--- config.mk ---
export PLATFORM = sky130hd
export DESIGN_NAME = spi_slave_rx
export DESIGN_NICKNAME = d
export VERILOG_FILES = /design/src/rtl/spi_slave_rx.sv
export SDC_FILE = /design/constraint.sdc
export NUM_CORES = 1
export LEC_CHECK = 0
export CAP_MARGIN = 20
export CORE_MARGIN = 3
export CORE_UTILIZATION = 59
export CTS_BUF_LIST = sky130_fd_sc_hd__clkbuf_4
export DETAILED_ROUTE_END_ITERATION = 16
export PLACE_DENSITY = 0.95
export SLEW_MARGIN = 5
export SYNTH_ARGS = -nofsm -noshare
export SYNTH_HDL_FRONTEND = slang
export SYNTH_SLANG_ARGS = --single-unit
--- constraint.sdc ---
create_clock -name clk -period 4.2 [get_ports clk]
set_clock_uncertainty 0.15 [all_clocks]
set_input_delay 1.26 -clock clk [delete_from_list [all_inputs] [get_ports clk]]
set_output_delay 1.26 -clock clk [all_outputs]
set_load 0.005 [all_outputs]
--- src/rtl/spi_slave_rx.sv ---
// spi_slave_rx: receive-only SPI slave (mode 0, MSB first).
// sclk/ss/mosi are asynchronous to clk and are oversampled after a
// synchroniser chain; each completed word is presented on data_out with a
// valid/ready handshake, and dropped or truncated words are flagged by pulses.
module spi_slave_rx #(
    parameter int DATA_WIDTH  = 8,
    parameter int SYNC_STAGES = 2
) (
    input  logic                  clk,
    input  logic                  rst,
    input  logic                  sclk,
    input  logic                  ss,
    input  logic                  mosi,
    output logic [DATA_WIDTH-1:0] data_out,
    output logic                  data_valid,
    input  logic                  data_ready,
    output logic                  overrun,
    output logic                  frame_err,
    output logic                  busy
);

    localparam int CNT_W = $clog2(DATA_WIDTH);
    localparam logic [CNT_W-1:0] LAST_BIT = CNT_W'(DATA_WIDTH - 1);

    localparam logic [1:0] ST_WAIT = 2'd0;
    localparam logic [1:0] ST_IDLE = 2'd1;
    localparam logic [1:0] ST_RECV = 2'd2;

    logic [SYNC_STAGES-1:0] sclk_sync;
    logic [SYNC_STAGES-1:0] ss_sync;
    logic [SYNC_STAGES-1:0] mosi_sync;
    logic                   sclk_s;
    logic                   ss_s;
    logic                   mosi_s;
    logic                   sclk_d;
    logic                   rise;

    logic [1:0]            state;
    logic [CNT_W-1:0]      bit_cnt;
    logic [DATA_WIDTH-2:0] shreg;
    logic [DATA_WIDTH-1:0] word;

    // Synchronise the three SPI pins; ss resets to the asserted level so a
    // frame already in flight at reset release keeps the FSM in WAIT.
    always_ff @(posedge clk) begin
        if (rst) begin
            sclk_sync <= '0;
            ss_sync   <= '0;
            mosi_sync <= '0;
        end else begin
            sclk_sync <= {sclk_sync[SYNC_STAGES-2:0], sclk};
            ss_sync   <= {ss_sync[SYNC_STAGES-2:0], ss};
            mosi_sync <= {mosi_sync[SYNC_STAGES-2:0], mosi};
        end
    end

    assign sclk_s = sclk_sync[SYNC_STAGES-1];
    assign ss_s   = ss_sync[SYNC_STAGES-1];
    assign mosi_s = mosi_sync[SYNC_STAGES-1];

    // Delayed copy of synchronised sclk for rising-edge detection.
    always_ff @(posedge clk) begin
        if (rst) begin
            sclk_d <= 1'b0;
        end else begin
            sclk_d <= sclk_s;
        end
    end

    assign rise = sclk_s & ~sclk_d;

    // Only the low W-1 bits of history are kept; the MSB of a word is the
    // oldest stored bit and the LSB is the bit arriving on the final rise.
    assign word = {shreg, mosi_s};
    assign busy = (state == ST_RECV);

    // Frame FSM, bit shifting, output holding register and error pulses.
    always_ff @(posedge clk) begin
        if (rst) begin
            state      <= ST_WAIT;
            bit_cnt    <= '0;
            shreg      <= '0;
            data_out   <= '0;
            data_valid <= 1'b0;
            overrun    <= 1'b0;
            frame_err  <= 1'b0;
        end else begin
            overrun   <= 1'b0;
            frame_err <= 1'b0;
            if (data_valid && data_ready) begin
                data_valid <= 1'b0;
            end
            case (state)
                ST_WAIT: begin
                    if (ss_s) begin
                        state <= ST_IDLE;
                    end
                end
                ST_IDLE: begin
                    if (!ss_s) begin
                        state   <= ST_RECV;
                        bit_cnt <= '0;
                    end
                end
                ST_RECV: begin
                    if (ss_s) begin
                        state   <= ST_IDLE;
                        bit_cnt <= '0;
                        if (bit_cnt != '0) begin
                            frame_err <= 1'b1;
                        end
                    end else if (rise) begin
                        shreg <= word[DATA_WIDTH-2:0];
                        if (bit_cnt == LAST_BIT) begin
                            bit_cnt <= '0;
                            if (!data_valid || data_ready) begin
                                data_out   <= word;
                                data_valid <= 1'b1;
                            end else begin
                                overrun <= 1'b1;
                            end
                        end else begin
                            bit_cnt <= bit_cnt + 1'b1;
                        end
                    end
                end
                default: begin
                    state <= ST_WAIT;
                end
            endcase
        end
    end

endmodule

======== After elaboration in Yosys (flattened, before gate mapping) ========
Index checks and enable logic that the tools add are counted.
operators by class
  $add $sub $neg .......................... 1
  $lt $le $gt $ge ......................... 0
  div/mod/pow operators ................... 0
  multipliers ............................. 0
  equality and inequality tests ........... 6
  shift operators ......................... 0
  muxes and demuxes ....................... 16
  bitwise logic cells ..................... 6
  reductions and logical operators ........ 13
operators by type and width
  operator             count
  $mux 3               4
  $mux 1               8
  $pmux 3 s2           1
  $reduce_and 3->1     2
  $not 1->1            5
  $reduce_and 5->1     1
  $reduce_or 5->1      1
  $mux 2               2
  $pmux 2 s2           1
  $add 3x1->3 const B  1
  $eq 3x3->1 const B   1
  $ne 3x1->1 const B   1
  $reduce_bool 3->1    1
  $reduce_or 3->1      1
  $eq 2x1->1 const B   1
  $eq 2x2->1 const B   1
  $logic_not 2->1      1
  $ne 2x1->1 const B   1
  $ne 2x2->1 const B   1
  $reduce_and 2->1     1
  $reduce_bool 2->1    1
  $reduce_or 2->1      1
  $and 1x1->1          1
  $logic_and 1x1->1    1
  2 further kinds      2
word-level totals
  bits in latches ......................... 0
  RAM bits ................................ 0
  memory bits (read-only) ................. 0
  memories ................................ 0
  register bits ........................... 30
  word-level logic and storage cells ...... 53
  bits of input ports ..................... 6
  output and inout port bits .............. 12

======== Depth between registers and ports, before layout ========
  depth in word-level cells ............... 7
  depth in mapped cells ................... 6
  gate-level depth less buffers ........... 5

======== Least setup slack after synthesis ========
No wires, ideal clock.
  path type ............................... input port to flip-flop
  from .................................... in data_ready
  to ...................................... reg data_out[0]
  data arrival time ....................... 1825 ps
  slack ................................... 2106 ps
  stages .................................. 4
  required time ........................... 3932 ps
  cells stage by stage .................... nand2b_1 -> and3_4 -> buf_8 -> mux2i_1
on the way
  cells in the longest elaborated chain, start to end .. 2
RTL lines
  item                               RTL line  RTL
  start: declaration                 16        input logic data_ready,
  $logic_or 1x1->1                   116       if (!data_valid || data_ready) begin
  $reduce_and 5->1 (no source line)  --
  end signal: assignment             117       data_out <= word;
  end: declaration                   14        output logic [DATA_WIDTH-1:0] data_out,
Every way passes these cells.
A chain may end at the register's enable or synchronous reset.

======== Worst setup path after layout ========
  from .................................... reg state[0]
  to ...................................... out busy
on the way
  cells in the longest elaborated chain, start to end .. 1
RTL lines
  item                      RTL line  RTL
  start: declaration        38        logic [1:0] state;
  start signal: assignment  80        state <= ST_WAIT;
  start signal: assignment  96        state <= ST_IDLE;
  start signal: assignment  101       state <= ST_RECV;
  $eq 2x2->1                75        assign busy = (state == ST_RECV);
  end: declaration          19        output logic busy
Every way passes these cells.

==> metrics.md <==
| Metric | Value |
|---|---|
| Placeable core region | `~2000 sq um` |
| Post-placement setup slack | `between 1000 and 1500 ps` |
| Avg Inst Size Synth | `roughly 10 sq um` |
| Post-route standard cell area excluding fillers | `1493 sq um` |
| Area growth from synthesis to final layout | `17.54%` |
| Worst Path Class, Setup | `register to output pin` |
| Required time of the critical path | `2790 ps` |
| Pins Over Slew Limit | `0` |
| Cell area after synthesis | `about 1300 sq um` |
| Share of the synthesized area in the top cell type | `between 40% and 50%` |
| Initial Utilization | `a little under two thirds` |
| Crit Reg-Reg Startpoint | `state[0]` |
| Master cell of the clock root buffer | `sky130_fd_sc_hd__clkbuf_4` |
| Setup repair after global routing missed its margin | `false` |
| Total number of vias | `slightly below 900` |
| Final std cells w/o fill | `~170` |
| Clock network latency to the later pin of the worst-skew pair | `330 ps` |
| Synth unique cells | `23` |
| Detailed-route DRC error count | `0` |
| Largest stage delay on the critical path | `~550 ps` |
| Gate Count Post-Synth | `122` |
| Portion of netlist area occupied by mux cells | `between 10% and 20%` |
| Main combinational cell family by area after synthesis | `simple AND/OR/NAND/NOR gates` |
| CTS HTree Levels | `2` |
| Pwr Density | `approximately 320 nW/um^2` |
| Horiz. Die Dim | `around 52 um` |
| Worst Slack Setup Final | `between 1000 and 1500 ps` |
| Highest-count cells in the layout ignoring fill and taps | `sky130_fd_sc_hd__dfxtp_1, sky130_fd_sc_hd__nand2b_1, sky130_fd_sc_hd__clkdlybuf4s50_1` |
| Period utilization | `~73%` |
| Total global routing track utilization | `18.04%` |
| Dpl cell area | `approximately 1400 sq um` |
| Number of antenna cells inserted | `0` |
| Remaining antenna violation count after routing | `0` |
| Reg-to-reg critical path endpoint | `data_out[5]` |
| Gp weighted congestion | `0.6693` |
| Most instantiated flip-flop cell in the synthesis netlist | `sky130_fd_sc_hd__dfxtp_1` |
| Max-Slew Margin vs Limit | `58.27%` |
| Die Footprint | `approximately 2700 sq um` |
| Endpoint kind of the worst setup timing path | `output pin` |
| Worst-case reg-to-reg path depth | `5` |
| Global route total overflow | `0` |
| Final number of setup-violating endpoints | `0` |
| Start point of the critical path | `state[0]` |
| Leakage power of the design | `~0.52 nW` |
| Number of buffers inserted during clock tree synthesis | `5` |
| First-pass iteration count of the detailed router | `4` |
| Slowest library cell on the worst path | `sky130_fd_sc_hd__clkdlybuf4s50_1` |
| Initial antenna violation count | `0` |
| Count of placed standard cells including taps | `161` |
| Cts repair resizes | `0` |
| Hold-fix buffers, CTS | `0` |
| Area fraction in and, or, nand and nor cells after synthesis | `around 23%` |
| Clock period minus worst slack | `between 3000 and 4000 ps` |
| Outcome | `complete, no violations` |
| Wire length of the first global-routing pass | `roughly 3.5 mm` |
| Row Count | `16` |
| Crit. path cell count | `3` |
| Synthesis Warnings | `0` |
| CP Cell Sequence | `inv_1 > ha_1 > clkdlybuf4s50_1` |
| Hold crit path type | `register to register` |
| Sequential area share after synthesis | `a little under half` |
| Async set-reset flop share out of synthesis | `0%` |
| Worst Setup EP | `busy` |
| Adder-cell area share of the yosys netlist | `under 10%` |
| Most common library cell in the layout ignoring fill and taps | `sky130_fd_sc_hd__dfxtp_1` |
| Synthesized flop and latch total | `30` |
| Via density per instance | `around 5.2` |
| Filler cells | `roughly 150` |
| Fin. Hold Viols | `0` |
| Post-synth net total | `between 100 and 150` |
| Compound-gate portion of the synthesized area | `slightly above 5%` |
| Clock buffer depth | `2` |
| Bufs and invs on worst path | `2` |
| Maximum number of pins on one net before global-route repair | `24` |
| Number of violations reported at the end of detailed-routing iteration 0 | `32` |
| Most area-consuming cells after synthesis | `sky130_fd_sc_hd__dfxtp_1, sky130_fd_sc_hd__mux2i_1, sky130_fd_sc_hd__nand2b_1` |
| Max rail drop VDD | `0.0002819 V` |
| Fmax achieved | `between 300 and 400 MHz` |
| Chip Height | `between 50 and 60 um` |
| Total area of sequential cells | `approximately 600 sq um` |
| CTS tree | `done` |
| Total negative slack for setup checks | `0 ps` |
| Setup repair bufs after CTS | `0` |
| Top-level I/O count | `18` |
| CP Launch Type | `register` |
| Area leader, netlist | `sky130_fd_sc_hd__dfxtp_1` |
| Critical path arrival | `between 1500 and 2000 ps` |
| Multi-input logic area | `~610 sq um` |
| Number of global-route vias before repair | `between 700 and 800` |
| Clock tree sinks | `30` |
| Xor-xnor portion of the synthesized cell area | `0%` |
| Highest fanout seen on the critical path | `6` |
| Clock slew seen by the registers of the worst setup and hold paths | `~90 ps` |
| Share of final-layout standard cells stronger than drive strength 1 | `7.042%` |
| Max-capacitance violation count | `0` |
| Average detailed-routed wire length per instance | `~12 um` |
| Total Routed Length | `2.039 mm` |
| R2R Setup Slk | `about 2300 ps` |
| Dpl hpwl | `approximately 1.4 mm` |
| Cell family with the largest share of critical-path delay | `buffers and inverters` |
| Number of enable-type register cells in the synthesized netlist | `0` |
| Final Util | `between 70% and 80%` |
| Nets | `155` |
| Port Buffer Count | `17` |
| Worst-Margin Slew | `between 600 and 700 ps` |
cell families (layout without fill, tap and decap cells):
logic type / Yosys count / in the layout
muxes: 15 / 15
buffers and inverters: 11 / 31
AOI/OAI and AO/OA: 9 / 9
adders and majority gates: 8 / 8
and+or+nand+nor: 49 / 49
DFF: 30 / 30
cell usage after synthesis, drive strengths merged (2+ instances only):
cell type	n
nand2b	18
ha	8
buf	3
nor2b	11
dfxtp	30
nor2	8
nor3	4
clkbuf	3
nand2	3
mux2i	15
inv	5
o41ai	2
nand4b	2
o21ai	2
o31ai	2
how the worst min path moves through the flow:
stage,start,end,cells past startpoint
floorplan,mosi_sync[0],mosi_sync[1],1
global placement,ss_sync[0],ss_sync[1],1
detailed placement,ss_sync[0],ss_sync[1],1
CTS,ss_sync[0],ss_sync[1],1
global route,ss_sync[0],ss_sync[1],1
finish,ss_sync[0],ss_sync[1],1
layer usage:
layer | up-vias | track usage (%) | routed length [um]
li1 | 444 | - | -
met1 | 393 | 21.35 | 900
met2 | 28 | 26.24 | 945
met3 | 8 | 8.547 | 142
met4 | 0 | 10.64 | 51
met5 | - | 0 | 0
final cells by class:
| cell class | count | area share [%] |
|---|---|---|
| Clock buffer | 6 | 3.018 |
| Clock inverter | 2 | 0.5868 |
| Timing Repair Buffer | 18 | 11.90 |
| Sequential cell | 30 | 40.23 |
| Multi-Input combinational cell | 81 | 40.74 |
| Tap cell | 27 | 2.263 |
| Inverter | 5 | 1.257 |
worst reg2reg max path: cells and delay by family, from the launching register on:
kind,cells,cell delay (ps)
buffers and inverters,1,120
DFF,1,360
muxes,1,210
and+or+nand+nor,2,750
adders and majority gates,1,310
power breakdown:
part           switching (W)  internal, W  leakage (nW)  total (W)
registers         0.00000233     0.000288         0.243   0.000290
logic              0.0000111    0.0000129         0.247  0.0000240
clock network      0.0000926    0.0000691        0.0331   0.000162
total               0.000106     0.000370         0.524   0.000476
metrics by stage:
stage	hold WS [ps]	total power, W
2_1_floorplan	263.8	0.0003121
3_3_place_gp	266.0	0.0003195
3_5_place_dp	272.3	0.0003208
4_1_cts	293.0	0.0004805
5_1_grt	311.1	0.0004952
6_report	290.4	0.0004760
state kept, by name, summed over array words and instances (netlist names):
register and flops:
overrun 1, shreg 7, bit_cnt 3, sclk_sync 2, sclk_d 1, ss_sync 2, data_out 8, mosi_sync 2
data_valid 1, frame_err 1, state 2
(Power assumes the default switching activity.)
